File: config.mk
export PLATFORM = sky130hd
export DESIGN_NAME = alu_seq
export DESIGN_NICKNAME = d
export VERILOG_FILES = /design/src/rtl/alu_pkg.sv /design/src/rtl/alu_iter_unit.sv /design/src/rtl/alu_seq.sv
export SDC_FILE = /design/constraint.sdc
export NUM_CORES = 1
export LEC_CHECK = 0
export CELL_PAD_IN_SITES_DETAIL_PLACEMENT = 1
export CELL_PAD_IN_SITES_GLOBAL_PLACEMENT = 1
export CORE_MARGIN = 2
export CORE_UTILIZATION = 46
export CTS_BUF_LIST = sky130_fd_sc_hd__clkbuf_16
export DETAILED_ROUTE_END_ITERATION = 10
export PLACE_DENSITY = 0.86
export RECOVER_POWER = 25
export SKIP_CTS_REPAIR_TIMING = 1
export SYNTH_ARGS = -nofsm -noshare
export SYNTH_HDL_FRONTEND = slang
export SYNTH_HIERARCHICAL = 1
export SYNTH_SLANG_ARGS = --single-unit
File: constraint.sdc
create_clock -name clock -period 4.1 [get_ports clock]
set_input_delay 0.41 -clock clock [delete_from_list [all_inputs] [get_ports clock]]
set_output_delay 0.41 -clock clock [all_outputs]
set_load 0.03 [all_outputs]
File: src/rtl/alu_pkg.sv
// Shared definitions for the sequential ALU: opcodes, FSM state encoding
// and the iteration-counter width helper.
package alu_pkg;

  localparam logic [3:0] OP_AND  = 4'd0;
  localparam logic [3:0] OP_OR   = 4'd1;
  localparam logic [3:0] OP_NOT  = 4'd2;
  localparam logic [3:0] OP_NEG  = 4'd3;
  localparam logic [3:0] OP_ADD  = 4'd4;
  localparam logic [3:0] OP_SUB  = 4'd5;
  localparam logic [3:0] OP_SHR  = 4'd6;
  localparam logic [3:0] OP_SHL  = 4'd7;
  localparam logic [3:0] OP_SHRA = 4'd8;
  localparam logic [3:0] OP_ROR  = 4'd9;
  localparam logic [3:0] OP_ROL  = 4'd10;
  localparam logic [3:0] OP_MUL  = 4'd11;
  localparam logic [3:0] OP_DIV  = 4'd12;

  typedef enum logic [1:0] {
    ST_IDLE = 2'd0,
    ST_RUN  = 2'd1,
    ST_DONE = 2'd2
  } state_t;

  // Counter must hold the value WIDTH itself, hence WIDTH+1.
  function automatic int cnt_bits(input int width);
    return $clog2(width + 1);
  endfunction

endpackage

File: src/rtl/alu_iter_unit.sv
// Iterative unsigned MUL (shift-add) / DIV (restoring) datapath.
// next_hi/next_lo are the accumulator values after one more step.
module alu_iter_unit #(
  parameter int WIDTH = 32
) (
  input  logic             clock,
  input  logic             clear,
  input  logic             load,
  input  logic             step,
  input  logic             is_div,
  input  logic [WIDTH-1:0] op_a,
  input  logic [WIDTH-1:0] op_b,
  output logic [WIDTH-1:0] next_lo,
  output logic [WIDTH-1:0] next_hi
);

  logic [WIDTH-1:0] acc_hi;
  logic [WIDTH-1:0] acc_lo;
  logic [WIDTH-1:0] opnd;
  logic             div_mode;

  logic [WIDTH:0]   mul_sum;
  logic [WIDTH:0]   div_shift;
  logic             div_ge;
  logic [WIDTH-1:0] div_diff;

  // MUL: acc_lo holds the multiplier and shifts out one bit per step while the
  // product grows into acc_hi. DIV: acc_lo holds the dividend, quotient bits
  // shift in at the bottom, acc_hi is the running remainder.
  always_comb begin
    mul_sum   = {1'b0, acc_hi} + (acc_lo[0] ? {1'b0, opnd} : '0);
    div_shift = {acc_hi, acc_lo[WIDTH-1]};
    div_ge    = div_shift >= {1'b0, opnd};
    div_diff  = div_shift[WIDTH-1:0] - opnd;
    if (div_mode) begin
      next_hi = div_ge ? div_diff : div_shift[WIDTH-1:0];
      next_lo = {acc_lo[WIDTH-2:0], div_ge};
    end else begin
      next_hi = mul_sum[WIDTH:1];
      next_lo = {mul_sum[0], acc_lo[WIDTH-1:1]};
    end
  end

  always_ff @(posedge clock or posedge clear) begin
    if (clear) begin
      acc_hi   <= '0;
      acc_lo   <= '0;
      opnd     <= '0;
      div_mode <= 1'b0;
    end else if (load) begin
      div_mode <= is_div;
      acc_hi   <= '0;
      acc_lo   <= is_div ? op_a : op_b;
      opnd     <= is_div ? op_b : op_a;
    end else if (step) begin
      acc_hi <= next_hi;
      acc_lo <= next_lo;
    end
  end

endmodule

File: src/rtl/alu_seq.sv
// Handshaked ALU: single-cycle logic/arith/shift ops plus iterative MUL/DIV,
// with registered HI/LO results. WIDTH must be a power of two, at least 4.
module alu_seq
  import alu_pkg::*;
#(
  parameter int WIDTH = 32
) (
  input  logic             clock,
  input  logic             clear,
  input  logic             start,
  input  logic [3:0]       opcode,
  input  logic [WIDTH-1:0] input_a,
  input  logic [WIDTH-1:0] input_b,
  output logic             busy,
  output logic             done,
  output logic [WIDTH-1:0] result_lo,
  output logic [WIDTH-1:0] result_hi,
  output logic             div_by_zero
);

  localparam int CW = cnt_bits(WIDTH);
  localparam int SW = $clog2(WIDTH);

  // Handshake: start/opcode/operands are taken only on an edge where the
  // block is IDLE and start is high; done is a one-cycle pulse, results valid.
  state_t           state;
  state_t           state_next;
  logic [CW-1:0]    cnt;
  logic             iter_op;
  logic             accept;
  logic             dz_pending;
  logic [SW-1:0]    shamt;
  logic [WIDTH-1:0] single_lo;
  logic [WIDTH-1:0] iter_lo;
  logic [WIDTH-1:0] iter_hi;

  assign iter_op = (opcode == OP_MUL) || (opcode == OP_DIV);
  assign accept  = (state == ST_IDLE) && start;
  assign shamt   = input_b[SW-1:0];
  assign busy    = (state != ST_IDLE);
  assign done    = (state == ST_DONE);

  always_comb begin
    single_lo = '0;
    case (opcode)
      OP_AND:  single_lo = input_a & input_b;
      OP_OR:   single_lo = input_a | input_b;
      OP_NOT:  single_lo = ~input_a;
      OP_NEG:  single_lo = '0 - input_a;
      OP_ADD:  single_lo = input_a + input_b;
      OP_SUB:  single_lo = input_a - input_b;
      OP_SHR:  single_lo = input_a >> shamt;
      OP_SHL:  single_lo = input_a << shamt;
      OP_SHRA: single_lo = $signed(input_a) >>> shamt;
      OP_ROR:  single_lo = WIDTH'({input_a, input_a} >> shamt);
      OP_ROL:  single_lo = WIDTH'(({input_a, input_a} << shamt) >> WIDTH);
      default: single_lo = '0;
    endcase
  end

  always_comb begin
    state_next = state;
    case (state)
      ST_IDLE: if (start) state_next = iter_op ? ST_RUN : ST_DONE;
      ST_RUN:  if (cnt == CW'(1)) state_next = ST_DONE;
      ST_DONE: state_next = ST_IDLE;
      default: state_next = ST_IDLE;
    endcase
  end

  alu_iter_unit #(.WIDTH(WIDTH)) u_iter (
    .clock   (clock),
    .clear   (clear),
    .load    (accept && iter_op),
    .step    (state == ST_RUN),
    .is_div  (opcode == OP_DIV),
    .op_a    (input_a),
    .op_b    (input_b),
    .next_lo (iter_lo),
    .next_hi (iter_hi)
  );

  // Iterative results are captured from the final step directly, so the
  // output registers never show a partial product or remainder.
  always_ff @(posedge clock or posedge clear) begin
    if (clear) begin
      state       <= ST_IDLE;
      cnt         <= '0;
      dz_pending  <= 1'b0;
      result_lo   <= '0;
      result_hi   <= '0;
      div_by_zero <= 1'b0;
    end else begin
      state <= state_next;
      if (accept) begin
        if (iter_op) begin
          cnt        <= CW'(WIDTH);
          dz_pending <= (opcode == OP_DIV) && (input_b == '0);
        end else begin
          result_lo   <= single_lo;
          result_hi   <= '0;
          div_by_zero <= 1'b0;
        end
      end else if (state == ST_RUN) begin
        cnt <= cnt - CW'(1);
        if (cnt == CW'(1)) begin
          result_lo   <= iter_lo;
          result_hi   <= iter_hi;
          div_by_zero <= dz_pending;
        end
      end
    end
  end

endmodule

# Word-level counts from Yosys, hierarchy flattened
# Cells that the tools add are included.
# word_totals
reg_bits	171
output_inout_bits	67
word_cells	89
# classes
n_addsub	6
magnitude_cmp	1
n_eq_ne	19
n_shift	5
n_mux	30
bitwise_logic	3
reduce_logical	15
# op_table
cell	n
2-to-1 mux 32 bit	18
one-hot mux 32 bit (11 select lines)	1
<< shifter 64 x 5 -> 64 bit	1
>> shifter 64 x 5 -> 32 bit	1
subtractor 32 bit	2
adder 32 x 33 -> 33 bit	1
greater-or-equal comparator 33 x 32 -> 1 bit	1
adder 32 bit	1
AND 32 bit	1
logical NOT 32 bit	1
NOT 32 bit	1
OR 32 bit	1
<< shifter 32 x 5 -> 32 bit	1
>> shifter 32 x 5 -> 32 bit	1
>>> shifter 32 x 5 -> 32 bit	1
subtractor 1 x 32 -> 32 bit, first input constant	1
equality test 4 bit, second input constant	5
2-to-1 mux 6 bit	3
equality test 4 x 3 -> 1 bit, second input constant	4
equality test 4 x 2 -> 1 bit, second input constant	2
inequality test 2 bit, second input constant	4
nonzero test 2 bit	4
equality test 6 x 1 -> 1 bit, second input constant	1
2-to-1 mux 2 bit	3
12 further kinds	19

# Logic depth before layout (Yosys ltp)
# Gate-level depths: netlist of run 1.
# depth
ltp_word	6
mapped_depth	20
ltp_nobuf	17

# Modules after synthesis
# Netlist of run 1, hierarchy kept.
# by_module_without_submodules
module	instances	cells_per_inst	area_per_inst_um2	seq_area_each_um2
alu_seq	1	1551	11624.9	1851.8
alu_iter_unit	1	1202	9439.1	2427.3

# Worst setup path before layout of run 1
# Ideal clock, no wire load.
# synth_timing
kind	input to register
start	input port opcode[0]
end	register result_lo[25]
t_arrival_ns	4.199
t_required_ns	4.014
setup_slack_ns	-0.184
cell_stages	18
path_cell_list	clkbuf_1 > clkbuf_1 > buf_1 > clkbuf_1 > nand2_1 > clkbuf_1 > o21ai_0 > inv_1 > ha_1 > nor2b_1 > o2111ai_1 > and3_1 > o32a_1 > o211a_1 > nor4_1 > mux2i_1 > nand2_1 > a32oi_1
# synth_between
elab_chain_cells	4
# synth_lines
item	line	text
start, declared	alu_seq.sv:11	input logic [3:0] opcode,
equality test 4 bit, or another cell as far along	alu_seq.sv:45	case (opcode)
one-hot mux 32 bit (11 select lines) or logical OR 1 bit (tied branches)	alu_seq.sv:45, alu_seq.sv:37	
2-to-1 mux 32 bit or inequality test 2 bit (tied branches)	-	
2-to-1 mux 32 bit or AND reduction 3 bit (tied branches)	-	
end signal, assigned	alu_seq.sv:100	result_lo <= single_lo;
end signal, assigned	alu_seq.sv:107	result_lo <= iter_lo;
end, declared	alu_seq.sv:16	output logic [WIDTH-1:0] result_lo,
# Parallel ways exist; a longest one is shown, timed or not. The select of a mux whose other input is x is not followed.
# A chain may end at the register's enable or synchronous reset.

# Worst setup path in the final report of run 1
# layout_timing
start	register u_iter.opnd[3]
end	register result_hi[31]
# layout_between
elab_chain_cells	6
# layout_lines
item	line	text
start, declared	alu_iter_unit.sv:19	logic [WIDTH-1:0] opnd;
start signal, assigned	alu_iter_unit.sv:54	opnd <= is_div ? op_b : op_a;
2-to-1 mux 32 bit, or another cell as far along	alu_iter_unit.sv:31	mul_sum = {1'b0, acc_hi} + (acc_lo[0] ? {1'b0, opnd} : '0);
adder 32 x 33 -> 33 bit or 2-to-1 mux 32 bit (tied branches)	alu_iter_unit.sv:31, alu_iter_unit.sv:36	
2-to-1 mux 32 bit *	alu_iter_unit.sv:35	if (div_mode) begin
via iter_hi[31]	alu_seq.sv:35	logic [WIDTH-1:0] iter_hi;
2-to-1 mux 32 bit *	alu_seq.sv:106	if (cnt == CW'(1)) begin
2-to-1 mux 32 bit *	alu_seq.sv:104	end else if (state == ST_RUN) begin
2-to-1 mux 32 bit *	alu_seq.sv:95	if (accept) begin
end signal, assigned	alu_seq.sv:108	result_hi <= iter_hi;
end, declared	alu_seq.sv:17	output logic [WIDTH-1:0] result_hi,
# Mark *: on every way through the listed nets, which the timed path passes. The rest lies on a longest branch. The select of a mux whose other input is x is not followed.

==> results of run 1 <==
==> through the flow <==
step           hold slack (ps)  area, µm²
5_1_grt                    345      25400
3_3_place_gp               475      24600
3_5_place_dp               485      24600
4_1_cts                    316      25300
2_1_floorplan              450      21100
6_report                   350      25400
==> worst reg2reg max path, delay by kind of cell (launching register included) <==
kind | cells | cell delay, ps
AND/OR/NAND/NOR | 2 | 330
buffers and inverters | 1 | 90
adder cells (fa/ha/maj) | 1 | 440
AO/OA/AOI/OAI | 8 | 2630
flip-flops | 1 | 430
==> logic make-up (layout without fill, tap and decap cells) <==
family / Yosys count / in the layout / synth area share (%)
fa+ha+maj: 128 / 128 / 7.44
mux: 229 / 229 / 14.5
other cells: 0 / 1 / 0
buf+inv: 291 / 547 / 5.32
flops: 171 / 171 / 20.3
simple gates: 953 / 953 / 20.9
compound gates: 854 / 854 / 26.2
xor+xnor: 127 / 127 / 5.28
==> flip-flops by register name, indices dropped and copies added, names as in the netlist <==
signal and count:
state 2, result_lo 32, u_iter/acc_hi 32, div_by_zero 1, u_iter/div_mode 1, cnt 6
dz_pending 1, result_hi 32, u_iter/opnd 32, u_iter/acc_lo 32
==> power breakdown <==
part	internal [mW]	switching [mW]	leakage (nW)
Combinational	4.32	7.19	8.42
Clock	0.874	0.939	0.294
Sequential	2.29	0.783	2.08
==> layer usage <==
metal | wire (µm) | track usage, % | vias to the layer above | share of wire (%)
met5 | 41 | 0 | - | 0.037
met4 | 7120 | 25.2 | 6 | 6.3
met3 | 12500 | 11.1 | 467 | 11
met2 | 48500 | 70.5 | 1843 | 43
met1 | 44000 | 60.9 | 12685 | 39
li1 | - | - | 10608 | -
==> final cells by class <==
type | count | area, µm² | area share (%)
inverters | 79 | 302 | 1.19
repair buffers | 436 | 3650 | 14.4
flip-flops and latches | 171 | 4280 | 16.9
multi-input cells | 2291 | 15800 | 62.2
diodes | 1 | 2.50 | 0.00987
clock buffers | 17 | 425 | 1.68
clock inverters | 15 | 175 | 0.691
well taps | 600 | 751 | 2.96
==> final timing paths <==
path | from | endpoint | cells after the start
setup / recovery | u_iter/opnd[3] | result_hi[31] | 12
hold / removal | input_b[1] | u_iter/acc_lo[1] | 3
setup reg to reg | u_iter/opnd[3] | result_hi[31] | 12
hold reg to reg | result_hi[31] | result_hi[31] | 1
max in group asynchronous | clear | u_iter/opnd[27] | 3
min in group asynchronous | clear | u_iter/acc_lo[27] | 2
==> cells in the mapped netlist, drive strengths merged (9+ instances only) <==
cell type	number
a211o	12
a211oi	24
a21o	41
a21oi	260
a221oi	12
a22o	34
a311oi	9
a31oi	44
a32oi	11
and2	42
and3	26
buf	39
clkbuf	173
dfrtp	171
ha	102
inv	76
maj3	23
mux2	43
mux2i	130
mux4	56
nand2	238
nand2b	17
nand3	52
nand4	24
nor2	382
nor2b	14
nor3	52
nor4	14
o2111ai	14
o211ai	34
o21a	15
o21ai	191
o21bai	17
o221ai	9
o22ai	25
o31ai	20
or2	14
or3	46
or4	9
xnor2	68
xor2	59
==> flow_summary_export.csv, run 1 <==
group,metric,value,unit
place,placedCellCount,3572,
die,start_util,46.5,%
synth,yosysTopAreaCell,"dfrtp_1",
place,dpl.hpwl,82600,µm
clock_network,clkSinkCount,171,
critical_path,reg2reg_slack,70,ps
synth,ys_ff_latch,171,
clock_network,numCtsBuffers,17,
finish,final_cells,3610,
critical_path,worstPathCellList,"inv_1 -> ha_1 -> nand2_1 -> a211o_1 -> a211o_1 -> a211oi_1 -> o211ai_1 -> a2111oi_2 -> o21ai_0 -> a221oi_1 -> nor2_1 -> a22o_1",
synth,seq_area_frac_synth,20.3,%
grt,grt.overflow.total,0,
clock_network,cts_tree,"built",
grt,grt_max_degree,90,
clock_network,htree_levels,4,
timing,hold_viol,0,
finish,layout.nets,3172,
critical_path,worstPathArrival,4430,ps
synth,synth_top_area_share,20.3,%
critical_path,cpPeakStageDelay,500,ps
run_status,violations,"capacitance limit, slew limit",
grt,grt_use_total,46.5,%
drt,routed_wl,112000,µm
synth,netlist_area,0.0211,mm²
die,rows,78,
drt,vias,25609,
critical_path,critPathRequiredTime,4500,ps
place,pre_cts_ws,-555,ps
place,portBuffers,137,
drt,first_pass_iters,6,
place,place_congestion,1.03,
clock_network,root_buffer,"clkbuf_16",
die,die_h,218,µm
synth,synthesis.nets,2929,
finish,syn2layout_area_growth,20.4,%
die,die_x,218,µm
critical_path,crit_path_max_fanout,4,
timing,setup_viol,0,
run_status,status,"complete, but fails checks",
pwr,max-vdd-ir-drop,498,µV
grt,grt_antenna_before_repair,4,
timing,worst_slack,66.1,ps
die,core-area,0.0453,mm²
finish,fill_cells,5595,
synth,synth_area_leaders,"dfrtp_1 (20%), nor2_1 (6.8%), mux2i_1 (6.2%)",
drt,detail_route.vias_per_cell,7.09,
drt,avgRoutedWirePerCell,31.1,µm
critical_path,cp_num_buf_inv,1,
grt,grt_pass1_wl,166000,µm
synth,synth.avg_cell_area,7.65,µm²
synth,ys.flop_type,"dfrtp_1",
synth,syn_inst,2753,
finish,drive_gt1_share,16.7,%
finish,final_common_cell,"nor2_1",
drt,dr.first_iter.drc_count,3226,
pwr,finalPower,16.4,mW
synth,yosys_warnings,6,
grt,grt_pass1_vias,25532,
critical_path,crit_top_cell,"a211o_1",
timing,drv_slew,61,
pwr,power_density,647,mW/mm²
synth,async_flop_share,100,%
hold_path,hp-class,"in2reg",
clock_network,clk_pin_slew,80,ps
die,dieArea,0.0475,mm²
timing,skew,27.2,ps
drt,drtAntennaViolNets,0,
timing,post-route-min-period,4030,ps
synth,synth_edf_count,0,
timing,worst_pin_slew,2020,ps
timing,finalCritPeriodShare,98.4,%
timing,max_freq,248,MHz
synth,yosys.cell_types.count,101,
finish,final_cell_mix,"nor2_1 (378), buf_4 (295), a21oi_1 (257), nand2_1 (235), o21ai_0 (183)",
critical_path,critical_path_class,"reg2reg",
critical_path,end_kind,"flip-flop",
die,ios,138,
pwr,p_leak,10.8,nW
clock_network,clk-insertion-delay-late,520,ps
drt,drc_errors,0,
finish,utilization,56.0,%
timing,slew_headroom,-35.5,%
job,drv_cap,2,
timing,fin_setup_tns,0,ps
critical_path,cp_top_family,"compound AO/OA/AOI/OAI gates",
critical_path,cp_slowest_cell,"a2111oi_2",
critical_path,startpoint_type,"flip-flop",
clock_network,clockBufferDepth,2,
Power figures use the tool's default switching activity.
==> run 2, diff against run 1 <==
--- a/config.mk
+++ b/config.mk
@@ -14,6 +14,7 @@
 export PLACE_DENSITY = 0.86
 export RECOVER_POWER = 25
 export SKIP_CTS_REPAIR_TIMING = 1
+export SLEW_MARGIN = 20
 export SYNTH_ARGS = -nofsm -noshare
 export SYNTH_HDL_FRONTEND = slang
 export SYNTH_HIERARCHICAL = 1
==> run 2 against run 1 <==
Against the previous run:
- the run still ends with capacitance limit, slew limit left
- maximum frequency shrank 0.11%
- highest routed layer unchanged
- global-route usage stayed put
- first-iteration DRC count about the same
==> flow_summary_export.csv, run 2 (synthesized netlist as in run 1, its figures left out) <==
group,metric,value,unit
finish,seq_area,0.00428,mm²
timing,fin_hold_ws,345,ps
finish,multi_input_area,0.0158,mm²
pwr,power_density,646,mW/mm²
critical_path,crit_top_cell,"a211o_1",
timing,skew,27.1,ps
run_status,status,"complete, but fails checks",
drt,routed_wl,112000,µm
critical_path,end_kind,"flip-flop",
drt,avgRoutedWirePerCell,31.1,µm
timing,post-route-min-period,4040,ps
timing,setup_viol,0,
clock_network,numCtsBuffers,17,
drt,dr.first_iter.drc_count,3224,
timing,worst_pin_slew,2030,ps
grt,grt_pass1_wl,166000,µm
finish,final_common_cell,"nor2_1",
grt,grt_max_degree,90,
place,dpl.hpwl,82600,µm
finish,utilization,56.0,%
hold_path,hold_depth,3,
pwr,max-vdd-ir-drop,497,µV
critical_path,crit_path_max_fanout,4,
drt,drtAntennaViolNets,0,
critical_path,critical_path_class,"reg2reg",
die,dieArea,0.0475,mm²
grt,grt_antenna_before_repair,4,
timing,hold_viol,0,
critical_path,reg2regPathDepth,12,
clock_network,htree_levels,4,
clock_network,clk-insertion-delay-late,520,ps
finish,fill_cells,5594,
die,die_x,218,µm
grt,grt_pass1_vias,25532,
hold_path,hold-path-endpoint,"u_iter/acc_lo[1]",
hold_path,hp-class,"in2reg",
critical_path,critPathRequiredTime,4500,ps
grt,grt.overflow.total,0,
place,place_congestion,1.03,
critical_path,startpoint_type,"flip-flop",
finish,syn2layout_area_growth,20.4,%
timing,finalCritPeriodShare,98.5,%
clock_network,clkSinkCount,171,
grt,grt_use_total,46.5,%
clock_network,clockBufferDepth,2,
drt,drc_errors,0,
timing,slew_headroom,-35.9,%
drt,detail_route.vias_per_cell,7.08,
drt,first_pass_iters,5,
die,ios,138,
critical_path,worstPathArrival,4440,ps
clock_network,root_buffer,"clkbuf_16",
timing,max_freq,248,MHz
finish,final_cell_mix,"nor2_1 (378), buf_4 (296), a21oi_1 (257), nand2_1 (235), o21ai_0 (183)",
finish,layout.nets,3172,
critical_path,worstPathCellList,"inv_1 -> ha_1 -> nand2_1 -> a211o_1 -> a211o_1 -> a211oi_1 -> o211ai_1 -> a2111oi_2 -> o21ai_0 -> a221oi_1 -> nor2_1 -> a22o_1",
critical_path,reg2reg_from,"u_iter/opnd[3]",
critical_path,reg2reg_slack,60,ps
finish,drive_gt1_share,16.7,%
critical_path,cpPeakStageDelay,510,ps
place,pre_cts_ws,-555,ps
die,core-area,0.0453,mm²
pwr,finalPower,16.4,mW
pwr,p_leak,10.8,nW
timing,worst_slack,61.6,ps
critical_path,rr_endpoint,"result_hi[31]",
critical_path,cp_slowest_cell,"a2111oi_2",
clock_network,cts_tree,"built",
die,rows,78,
drt,vias,25549,
timing,drv_slew,61,
die,die_h,218,µm
run_status,violations,"capacitance limit, slew limit",
job,drv_cap,2,
hold_path,hold_start,"input_b[1]",
clock_network,clk_pin_slew,80,ps
die,start_util,46.5,%
place,portBuffers,137,
==> run 2: metal layers <==
| metal | vias up | track usage [%] | part of all wire (%) |
|---|---|---|---|
| met4 | 6 | 25.2 | 6.2 |
| met5 | - | 0 | 0.037 |
| li1 | 10609 | - | - |
| met3 | 441 | 11.1 | 11 |
| met2 | 1816 | 70.5 | 43 |
| met1 | 12677 | 60.9 | 39 |
==> run 2: power breakdown <==
group / total (mW) / switching [mW] / internal, mW
registers: 3.07 / 0.783 / 2.29
clock network: 1.82 / 0.942 / 0.874
logic: 11.5 / 7.19 / 4.32
total: 16.4 / 8.91 / 7.48
==> run 2: per-stage QoR <==
stage               area (µm²)  cells  TNS, ps
finish                   25400   3610        0
global placement         24600   3572    -2440
detailed placement       24600   3572    -4090
CTS                      25300   3604    -34.1
floorplan                21100   2753        0
global route             25400   3610    -3.43
==> run 2: worst max path at each step <==
stage | startpoint | end
after floorplan | opcode[0] | result_lo[25]
after global placement | input_b[10] | result_lo[28]
after detailed placement | input_b[10] | result_lo[28]
after CTS | input_b[8] | result_lo[28]
after global routing | input_b[7] | result_lo[20]
final | u_iter/opnd[3] | result_hi[31]
==> run 2: layout make-up <==
class,count,share of cell area [%]
Multi-Input combinational cell,2291,62.2
Sequential cell,171,16.9
Timing Repair Buffer,436,14.4
Tap cell,600,2.96
Clock buffer,17,1.68
Inverter,79,1.20
Clock inverter,15,0.691
Antenna cell,1,0.00987
==> run 2: critical path, delay by kind of cell (launching register included) <==
kind,cells,cell delay [ps]
and+or+nand+nor,2,330
adders and majority gates,1,440
DFF,1,430
AOI/OAI and AO/OA,8,2630
buffers and inverters,1,90
